[config.mk]
export PLATFORM = sky130hd
export DESIGN_NAME = serial_subtractor
export DESIGN_NICKNAME = d
export VERILOG_FILES = /design/src/rtl/serial_subtractor.sv
export SDC_FILE = /design/constraint.sdc
export NUM_CORES = 1
export LEC_CHECK = 0
export ABC_AREA = 1
export CAP_MARGIN = 10
export CORE_ASPECT_RATIO = 1.2
export CORE_MARGIN = 3
export CORE_UTILIZATION = 30
export CTS_CLUSTER_DIAMETER = 100
export DETAILED_ROUTE_END_ITERATION = 10
export PLACE_DENSITY = 0.48
export SETUP_SLACK_MARGIN = 0.3
export SLEW_MARGIN = 20
export SYNTH_ARGS = -nofsm -noshare
export SYNTH_HDL_FRONTEND = slang
export SYNTH_SLANG_ARGS = --single-unit
[constraint.sdc]
create_clock -name clk -period 1.5 [get_ports clk]
set_input_delay 0.3 -clock clk [delete_from_list [all_inputs] [get_ports clk]]
set_output_delay 0.3 -clock clk [all_outputs]
set_load 0.01 [all_outputs]
[src/rtl/serial_subtractor.sv]
// -----------------------------------------------------------------------------
// serial_subtractor
//
// Bit-serial unsigned subtractor. Computes a - b - bin one bit per clock,
// LSB first, with a single full-subtractor cell and a registered borrow.
// A start/done handshake wraps the datapath. The result and the borrow-out
// are registered, and they only change when a run completes.
//
// Ports
//   clk    in   1      rising-edge clock
//   rst    in   1      asynchronous, active-high reset
//   start  in   1      request, sampled only while idle
//   a      in   WIDTH  minuend, captured when start is accepted
//   b      in   WIDTH  subtrahend, captured when start is accepted
//   bin    in   1      borrow-in, captured when start is accepted
//   busy   out  1      high while bits are being processed
//   done   out  1      one-cycle pulse when diff/bout carry a new result
//   diff   out  WIDTH  (a - b - bin) mod 2^WIDTH
//   bout   out  1      1 iff a < b + bin (unsigned)
// -----------------------------------------------------------------------------
module serial_subtractor #(
    parameter int WIDTH = 8
) (
    input  logic             clk,
    input  logic             rst,
    input  logic             start,
    input  logic [WIDTH-1:0] a,
    input  logic [WIDTH-1:0] b,
    input  logic             bin,
    output logic             busy,
    output logic             done,
    output logic [WIDTH-1:0] diff,
    output logic             bout
);

    // The counter needs at least one bit, even for the smallest widths.
    localparam int CNT_W = ($clog2(WIDTH) < 1) ? 1 : $clog2(WIDTH);
    localparam logic [CNT_W-1:0] CNT_LAST = CNT_W'(WIDTH - 1);
    localparam logic [CNT_W-1:0] CNT_ONE  = CNT_W'(1);
    localparam logic [CNT_W-1:0] CNT_ZERO = CNT_W'(0);

    localparam logic [1:0] S_IDLE  = 2'd0;
    localparam logic [1:0] S_SHIFT = 2'd1;
    localparam logic [1:0] S_DONE  = 2'd2;

    // One full-subtractor cell. The return value is {borrow_out, difference}.
    function automatic logic [1:0] fs_cell(input logic x, input logic y, input logic r);
        logic d_bit;
        logic b_bit;
        d_bit = x ^ y ^ r;
        b_bit = (~x & y) | (~(x ^ y) & r);
        return {b_bit, d_bit};
    endfunction

    // State and datapath registers
    logic [1:0]       r_state;
    logic [WIDTH-1:0] r_a_sr;
    logic [WIDTH-1:0] r_b_sr;
    logic             r_borrow;
    logic [CNT_W-1:0] r_cnt;
    logic [WIDTH-1:0] r_res;
    logic             r_busy;
    logic             r_done;
    logic [WIDTH-1:0] r_diff;
    logic             r_bout;

    // Next-state values
    logic [1:0]       w_state_nxt;
    logic [WIDTH-1:0] w_a_sr_nxt;
    logic [WIDTH-1:0] w_b_sr_nxt;
    logic             w_borrow_nxt;
    logic [CNT_W-1:0] w_cnt_nxt;
    logic [WIDTH-1:0] w_res_nxt;
    logic             w_busy_nxt;
    logic             w_done_nxt;
    logic [WIDTH-1:0] w_diff_nxt;
    logic             w_bout_nxt;

    // Cell outputs and the result register as it looks after this bit
    logic [1:0]       w_cell;
    logic [WIDTH-1:0] w_res_shifted;
    logic             w_last_bit;

    // Evaluate the subtractor cell on the current LSBs and the stored borrow.
    always_comb begin
        w_cell        = fs_cell(r_a_sr[0], r_b_sr[0], r_borrow);
        // The new difference bit enters at the MSB. After WIDTH shifts the
        // first (LSB) difference bit has travelled down to bit 0.
        w_res_shifted = {w_cell[0], r_res[WIDTH-1:1]};
        w_last_bit    = (r_cnt == CNT_LAST);
    end

    // Sequencing: accept in IDLE, shift WIDTH bits, present the result for one cycle.
    always_comb begin
        w_state_nxt  = r_state;
        w_a_sr_nxt   = r_a_sr;
        w_b_sr_nxt   = r_b_sr;
        w_borrow_nxt = r_borrow;
        w_cnt_nxt    = r_cnt;
        w_res_nxt    = r_res;
        w_busy_nxt   = r_busy;
        w_done_nxt   = 1'b0;
        w_diff_nxt   = r_diff;
        w_bout_nxt   = r_bout;

        case (r_state)
            S_IDLE: begin
                if (start) begin
                    w_state_nxt  = S_SHIFT;
                    w_a_sr_nxt   = a;
                    w_b_sr_nxt   = b;
                    w_borrow_nxt = bin;
                    w_cnt_nxt    = CNT_ZERO;
                    w_res_nxt    = {WIDTH{1'b0}};
                    w_busy_nxt   = 1'b1;
                end else begin
                    w_state_nxt  = S_IDLE;
                    w_busy_nxt   = 1'b0;
                end
            end

            S_SHIFT: begin
                w_a_sr_nxt   = {1'b0, r_a_sr[WIDTH-1:1]};
                w_b_sr_nxt   = {1'b0, r_b_sr[WIDTH-1:1]};
                w_borrow_nxt = w_cell[1];
                w_res_nxt    = w_res_shifted;
                w_cnt_nxt    = r_cnt + CNT_ONE;
                if (w_last_bit) begin
                    // diff/bout are loaded only here, so a partial result
                    // never reaches the outputs.
                    w_state_nxt = S_DONE;
                    w_busy_nxt  = 1'b0;
                    w_done_nxt  = 1'b1;
                    w_diff_nxt  = w_res_shifted;
                    w_bout_nxt  = w_cell[1];
                end else begin
                    w_state_nxt = S_SHIFT;
                    w_busy_nxt  = 1'b1;
                end
            end

            S_DONE: begin
                // start is ignored here, so the issue interval is WIDTH+2.
                w_state_nxt = S_IDLE;
                w_busy_nxt  = 1'b0;
            end

            default: begin
                w_state_nxt = S_IDLE;
                w_busy_nxt  = 1'b0;
            end
        endcase
    end

    // State and output registers with asynchronous active-high reset.
    always_ff @(posedge clk or posedge rst) begin
        if (rst) begin
            r_state  <= S_IDLE;
            r_a_sr   <= {WIDTH{1'b0}};
            r_b_sr   <= {WIDTH{1'b0}};
            r_borrow <= 1'b0;
            r_cnt    <= CNT_ZERO;
            r_res    <= {WIDTH{1'b0}};
            r_busy   <= 1'b0;
            r_done   <= 1'b0;
            r_diff   <= {WIDTH{1'b0}};
            r_bout   <= 1'b0;
        end else begin
            r_state  <= w_state_nxt;
            r_a_sr   <= w_a_sr_nxt;
            r_b_sr   <= w_b_sr_nxt;
            r_borrow <= w_borrow_nxt;
            r_cnt    <= w_cnt_nxt;
            r_res    <= w_res_nxt;
            r_busy   <= w_busy_nxt;
            r_done   <= w_done_nxt;
            r_diff   <= w_diff_nxt;
            r_bout   <= w_bout_nxt;
        end
    end

    assign busy = r_busy;
    assign done = r_done;
    assign diff = r_diff;
    assign bout = r_bout;

endmodule
==> impl_metrics.py, run 1 <==
metrics = {
    "setup_path": {
        "cp.required_ps": 1710,
        "critPathSlowestCell": "fa_1",
        "reg2reg_slack_ps": 320,
        "worstPathBufferInverterCount": 1,
        "crit_family": "adder cells",
        "cp.arrival_ps": 1390,
        "endpoint_kind": "register",
        "worstPathCellList": "inv_2 -> fa_1 -> nand2_1 -> o21ai_1",
        "reg2reg_to": "r_res[7]",
        "cp-start-kind": "register",
        "critPathMaxStageDelay_ps": 560,
        "timing_worst_setup_path_type": "reg2reg",
        "rr_startpoint": "r_borrow",
        "reg2reg_depth": 4,
        "critPathMaxFanout": 2,
        "path_depth": 4,
    },
    "finish": {
        "nNetsFinal": 295,
        "num_antenna_cells": 0,
        "fin_util_pct": 43.1,
        "area_growth_pct": 34.9,
        "fill_cells": 630,
        "drive_gt1_share_pct": 23.2,
    },
    "drt": {
        "wirelength_microns": 4240,
        "postRouteAntennaNets": 0,
        "drt_iter0_drc": 84,
        "drt_first_pass_iters": 5,
        "drc": 0,
        "vias_per_cell": 4.38,
        "avgRoutedWirePerCell_microns": 12.0,
        "vias": 1540,
    },
    "clocking": {
        "cts_tree": "yes",
        "clk_pin_slew_ps": 70,
        "cts.sinks": 38,
        "holdBufCountCts": 0,
        "cts_buffer_depth": 2,
        "root_buffer": "clkbuf_8",
        "cts_max_level": 2,
        "cts_buffers": 5,
        "clkLatencyLatePin_ps": 280,
    },
    "grt": {
        "grt_overflow": 0,
        "grt_pass1_wl_microns": 7470,
        "grt_max_degree": 39,
        "track_usage_pct": 13.0,
        "grt_pass1_vias": 1631,
        "antenna_found_initial": 0,
    },
    "synthesis": {
        "seq_area_frac_synth_pct": 51.1,
        "netlist_area_sq_mm": 0.00186,
        "yosysTopAreaCellShare_pct": 51.1,
        "synth_xor_area_share_pct": 0,
        "synth.ff_latch_count": 38,
        "synth_top_family_by_area": "simple AND/OR/NAND/NOR gates",
        "synth.top_cells.by_area": "dfrtp_1 51%, nand2_1 14%, inv_1 8.1%",
        "synthSimpleGateAreaFrac_pct": 26.2,
        "synth_cells": 219,
        "synth_compound_area_share_pct": 7.00,
        "syn-num-nets": 242,
        "synthAdderAreaFrac_pct": 2.42,
        "ys_types": 23,
        "syn_area_per_cell_sq_um": 8.49,
        "yosys.area.top_type": "dfrtp_1",
        "synth.mux.area_fraction_pct": 0,
        "yosysWarnings": 0,
    },
    "placed_design": {
        "gp_congestion": 0.703,
        "portBuffers": 30,
        "dp_hpwl_microns": 2610,
        "place_ws_ps": 83.4,
    },
    "sta": {
        "rsz0062_at_grt": "yes",
        "max_slew_margin_pct": 85.6,
        "clock_skew_ps": 4.50,
        "final-max-slew-violation-count": 0,
        "clock.fmax_mhz": 845,
        "hold_viol_final": 0,
        "finalCriticalPeriod_ps": 1180,
        "setup_violations": 0,
        "finalWorstSetupSlack_ps": 316,
        "fin_setup_tns_ps": 0,
        "finalCritPeriodShare_pct": 78.9,
        "worst_pin_slew_ps": 216,
    },
    "power_and_ir_drop": {
        "p_int_w": 0.00300,
        "combPwrFrac_pct": 50.9,
        "powerDensity_mw_per_mm2": 1960,
        "irDropWorstVdd_mv": 0.647,
        "p_leak_nw": 1.31,
        "p_clk_share_pct": 13.4,
        "netSwitchingFraction_pct": 39.1,
        "power_frac_seq_pct": 35.7,
        "power.switching_w": 0.00192,
    },
    "floorplanning": {
        "start_util_pct": 32.0,
        "core_sq_mm": 0.00582,
        "fp.dieW_microns": 77.9,
        "die_y_microns": 92.2,
        "row_count": 30,
        "io_pins": 31,
        "dieArea_sq_mm": 0.00718,
    },
    "flow_run": {
        "cap_violations": 0,
    },
    "min_path": {
        "hp-class": "in2async",
    },
    "run_status": {
        "status": "finished clean",
    },
}
-- worst reg2reg max path, stage by stage, from the launching register on --
cell and delay (ps):
dfrtp_1 370, inv_2 50, fa_1 560, nand2_1 70, o21ai_1 70
-- per-layer routing --
metal / track usage [%] / vias up / wire, microns
met2: 21.5 / 26 / 2040
met5: 0 / - / 0
met4: 4.01 / 0 / 56
met3: 3.24 / 5 / 168
met1: 16.7 / 736 / 1970
li1: - / 773 / -
-- cell families after synthesis --
kind of cell,after synthesis
adders and majority gates,3
AOI/OAI and AO/OA,19
and+or+nand+nor,107
DFF,38
buffers and inverters,52
-- worst max path at each step --
stage,start,end
after CTS,diff[4],diff[4]
after global placement,start,r_res[5]
after detailed placement,start,r_res[4]
after floorplan,r_state[0],bout
after global routing,done,r_a_sr[5]
final,r_borrow,r_res[7]
-- what timing repair did --
action                     4_1_cts  5_1_grt
buffers inserted                13        3
setup endpoints to repair       47       33
pin swaps                        3        4
cloned                           2        0
resized for setup               47        8
-- placed cells by master, fill, tap and decap left out, types with 2 or more instances in the layout --
cell type        Yosys  routed
nand2_1             69      69
inv_1               40      39
dfrtp_1             38      37
nand3_1             30      30
clkdlybuf4s50_1      0      19
buf_4                1      16
buf_2                4      11
o21ai_2              8       8
buf_12               0       6
o21ai_1              5       5
clkbuf_8             0       5
nand2_4              3       4
o21ai_0              4       4
inv_4                1       2
nand2_8              1       2
clkbuf_1             0       2
-- cell type report --
class | count | area [sq um] | share of cell area, %
Clock buffer | 7 | 76.3 | 3.04
Multi-Input combinational cell | 131 | 712 | 28.4
Inverter | 43 | 171 | 6.83
Sequential cell | 38 | 952 | 38.0
Timing Repair Buffer | 53 | 497 | 19.8
Tap cell | 80 | 100 | 3.99
-- synth_stat cells --
| library cell | count |
|---|---|
| inv_6 | 1 |
| a21oi_2 | 1 |
| inv_1 | 40 |
| dfrtp_1 | 38 |
| o21ai_2 | 8 |
| fa_1 | 1 |
| buf_6 | 3 |
| o21ai_1 | 5 |
| inv_2 | 1 |
| buf_4 | 1 |
| inv_4 | 1 |
| nor2_4 | 1 |
| ha_1 | 2 |
| buf_2 | 4 |
| nand4_1 | 1 |
| o21ai_0 | 4 |
| nand2_8 | 1 |
| nor2_1 | 2 |
| o22ai_1 | 1 |
| nand2_1 | 69 |
| buf_8 | 1 |
| nand3_1 | 30 |
| nand2_4 | 3 |
-- power by group through the flow --
stage          logic (W)  clock network [W]  registers, W
2_1_floorplan    0.00147                  0       0.00180
3_3_place_gp     0.00218                  0       0.00178
3_5_place_dp     0.00220                  0       0.00178
4_1_cts          0.00246           0.000694       0.00176
5_1_grt          0.00284           0.000740       0.00183
6_report         0.00251           0.000660       0.00176
-- flip-flops by register name, summed over array words and instances (netlist names) --
register  flops
r_res         7
r_b_sr        8
diff          8
r_borrow      1
r_state       1
r_cnt         3
bout          1
done          1
r_a_sr        8
-- through the flow --
step | cells | total power (W) | hold WS, ps | instance area, sq um
2_1_floorplan | 219 | 0.00327 | 427 | 1870
3_3_place_gp | 327 | 0.00396 | 458 | 2280
3_5_place_dp | 327 | 0.00399 | 465 | 2280
4_1_cts | 349 | 0.00492 | 366 | 2480
5_1_grt | 352 | 0.00541 | 409 | 2510
6_report | 352 | 0.00493 | 365 | 2510
(Power assumes the default switching activity.)
==> inputs of run 2 (changes only) <==
==> constraint.sdc (replaced) <==
create_clock -name clk -period 1.2 [get_ports clk]
set_input_delay 0.24 -clock clk [delete_from_list [all_inputs] [get_ports clk]]
set_output_delay 0.24 -clock clk [all_outputs]
set_load 0.01 [all_outputs]
==> run 2 against run 1 <==
Compared with the run above:
- the flow now finishes with violations (negative setup slack)
- design area increased by 16%
- global-route usage increased by 0.65 points
- wire length increased by 5.3%
- clock skew increased by 1.1 ps
- critical path depth increased by 3
- sequential cell count unchanged
- setup slack got worse by 340 ps
- largest power group unchanged
- clock power increased by 59%
- die area unchanged
- combinational power increased by 58%
- register-to-register slack got worse by 340 ps
- worst hold slack got worse by 34 ps
==> impl_metrics.py, run 2 (synthesis gave the netlist of run 1 again) <==
metrics = {
    "run_status": {
        "status": "finished with violations",
        "violations": "negative setup slack",
    },
    "setup_path": {
        "critPathMaxFanout": 7,
        "timing_worst_setup_path_type": "reg2reg",
        "cp.arrival_ps": 1410,
        "reg2reg_depth": 7,
        "reg2reg_slack_ps": -20,
        "path_depth": 7,
        "critPathSlowestCell": "dfrtp_1",
        "startpoint": "r_state[0]",
        "cp-start-kind": "register",
        "crit_family": "flip-flops",
        "cp_common_cell": "buf_6",
        "reg2reg_to": "r_a_sr[6]",
        "endpoint_kind": "register",
        "crit_end": "r_a_sr[6]",
        "critPathMaxStageDelay_ps": 410,
        "rr_startpoint": "r_state[0]",
        "worstPathCellList": "buf_6 -> buf_6 -> nand2_8 -> nand2_8 -> buf_6 -> nand3_2 -> nand2_1",
        "cp.required_ps": 1380,
        "worstPathBufferInverterCount": 3,
    },
    "sta": {
        "final-max-slew-violation-count": 0,
        "finalCriticalPeriod_ps": 1220,
        "rsz0062_at_grt": "yes",
        "hold_viol_final": 0,
        "clock.fmax_mhz": 817,
        "finalCritPeriodShare_pct": 102,
        "worst_pin_slew_ps": 262,
        "finalWorstSetupSlack_ps": -24.6,
        "clock_skew_ps": 5.62,
        "setup_violations": 28,
        "max_slew_margin_pct": 82.5,
    },
    "finish": {
        "drive_gt1_share_pct": 42.7,
        "final_common_cell": "nand2_1",
        "num_antenna_cells": 0,
        "nNetsFinal": 308,
        "fill_cells": 545,
        "final_cell_mix": "47 x nand2_1, 39 x inv_1, 37 x dfrtp_1",
        "fin_util_pct": 50.2,
        "area_growth_pct": 57.0,
    },
    "clocking": {
        "cts_buffers": 5,
        "root_buffer": "clkbuf_8",
        "cts.sinks": 38,
        "clkLatencyLatePin_ps": 290,
        "holdBufCountCts": 0,
        "cts_buffer_depth": 2,
        "clk_pin_slew_ps": 80,
        "cts_max_level": 2,
        "cts_tree": "yes",
    },
    "grt": {
        "grt_overflow": 0,
        "grt_pass1_vias": 1667,
        "antenna_found_initial": 0,
        "track_usage_pct": 13.7,
        "grt_max_degree": 39,
        "grt_pass1_wl_microns": 7910,
    },
    "drt": {
        "drt_first_pass_iters": 4,
        "drc": 0,
        "postRouteAntennaNets": 0,
        "wirelength_microns": 4460,
        "drt_iter0_drc": 68,
        "avgRoutedWirePerCell_microns": 12.2,
        "vias": 1575,
        "vias_per_cell": 4.30,
    },
    "placed_design": {
        "portBuffers": 30,
        "gp_congestion": 0.731,
        "dp_hpwl_microns": 2920,
    },
    "floorplanning": {
        "dieArea_sq_mm": 0.00718,
        "die_y_microns": 92.2,
        "row_count": 30,
        "io_pins": 31,
        "start_util_pct": 32.0,
        "core_sq_mm": 0.00582,
        "fp.dieW_microns": 77.9,
    },
    "power_and_ir_drop": {
        "power_frac_seq_pct": 31.0,
        "p_clk_share_pct": 14.4,
        "total_power_w": 0.00728,
        "irDropWorstVdd_mv": 1.22,
        "p_int_w": 0.00442,
        "netSwitchingFraction_pct": 39.3,
        "power.switching_w": 0.00286,
        "powerDensity_mw_per_mm2": 2490,
        "combPwrFrac_pct": 54.6,
        "p_leak_nw": 1.49,
    },
    "min_path": {
        "hp-class": "in2async",
    },
    "flow_run": {
        "cap_violations": 0,
    },
}
[run 2: changes by cell type in the layout (fill, tap and decap cells not counted), sizes merged]
cell	previous run	this run
clkinv	0	1
clkinvlp	0	1
inv	43	42
nand2	75	74
buf	34	46
clkbuf	7	9
[run 2: worst min-delay path by stage]
stage               cells after the start  startpoint  slack, ps         to
finish                                  3         rst        330    diff[4]
floorplan                               1         rst        210       bout
global route                            3         rst        350  r_b_sr[1]
detailed placement                      2     diff[1]        470    diff[1]
CTS                                     3         rst        340   r_res[6]
global placement                        2   r_a_sr[5]        460  r_a_sr[5]
[run 2: layout make-up]
| class | count | area [sq um] | share of cell area, % |
|---|---|---|---|
| Multi-Input combinational cell | 130 | 898 | 30.8 |
| Tap cell | 80 | 100 | 3.43 |
| Sequential cell | 38 | 952 | 32.6 |
| Clock buffer | 8 | 110 | 3.77 |
| Timing Repair Buffer | 66 | 657 | 22.5 |
| Timing Repair inverter | 1 | 8.76 | 0.300 |
| Inverter | 43 | 193 | 6.60 |
[run 2: power groups by stage]
| stage | clock (W) | combinational (W) | sequential, W |
|---|---|---|---|
| after floorplan | 0 | 0.00205 | 0.00229 |
| after global placement | 0 | 0.00313 | 0.00228 |
| after global routing | 0.00114 | 0.00443 | 0.00234 |
| after detailed placement | 0 | 0.00316 | 0.00228 |
| after CTS | 0.00107 | 0.00365 | 0.00227 |
| final | 0.00105 | 0.00397 | 0.00226 |
[run 2: what timing repair did]
item	in CTS	in global routing
gates cloned	1	2
pin swaps	13	5
endpoints found under the setup margin	49	49
buffers inserted	8	5
gates resized for setup	84	20
hold endpoints to repair	0	0
[run 2: layer usage]
metal / global-route usage, % / wire [microns] / vias to the layer above
li1: - / - / 803
met3: 3.05 / 156 / 6
met4: 4.45 / 52 / 0
met1: 18.6 / 2100 / 736
met2: 21.5 / 2150 / 30
met5: 0 / 0 / -
[run 2: per-stage QoR]
step                hold WS, ps  cell area, sq um  instances  TNS [ps]  setup slack (ps)
floorplan                   206              1970        219         0              36.5
global placement            465              2480        342     -2910              -118
detailed placement          467              2480        342     -3490              -152
CTS                         342              2790        359      -125             -14.0
global route                349              2920        366     -2330             -95.3
finish                      331              2920        366      -297             -24.6
[run 2: worst reg2reg max path, delay by kind of cell, from the launching register on]
kind | cells | cell delay (ps)
DFF | 1 | 410
and+or+nand+nor | 4 | 330
buffers and inverters | 3 | 390
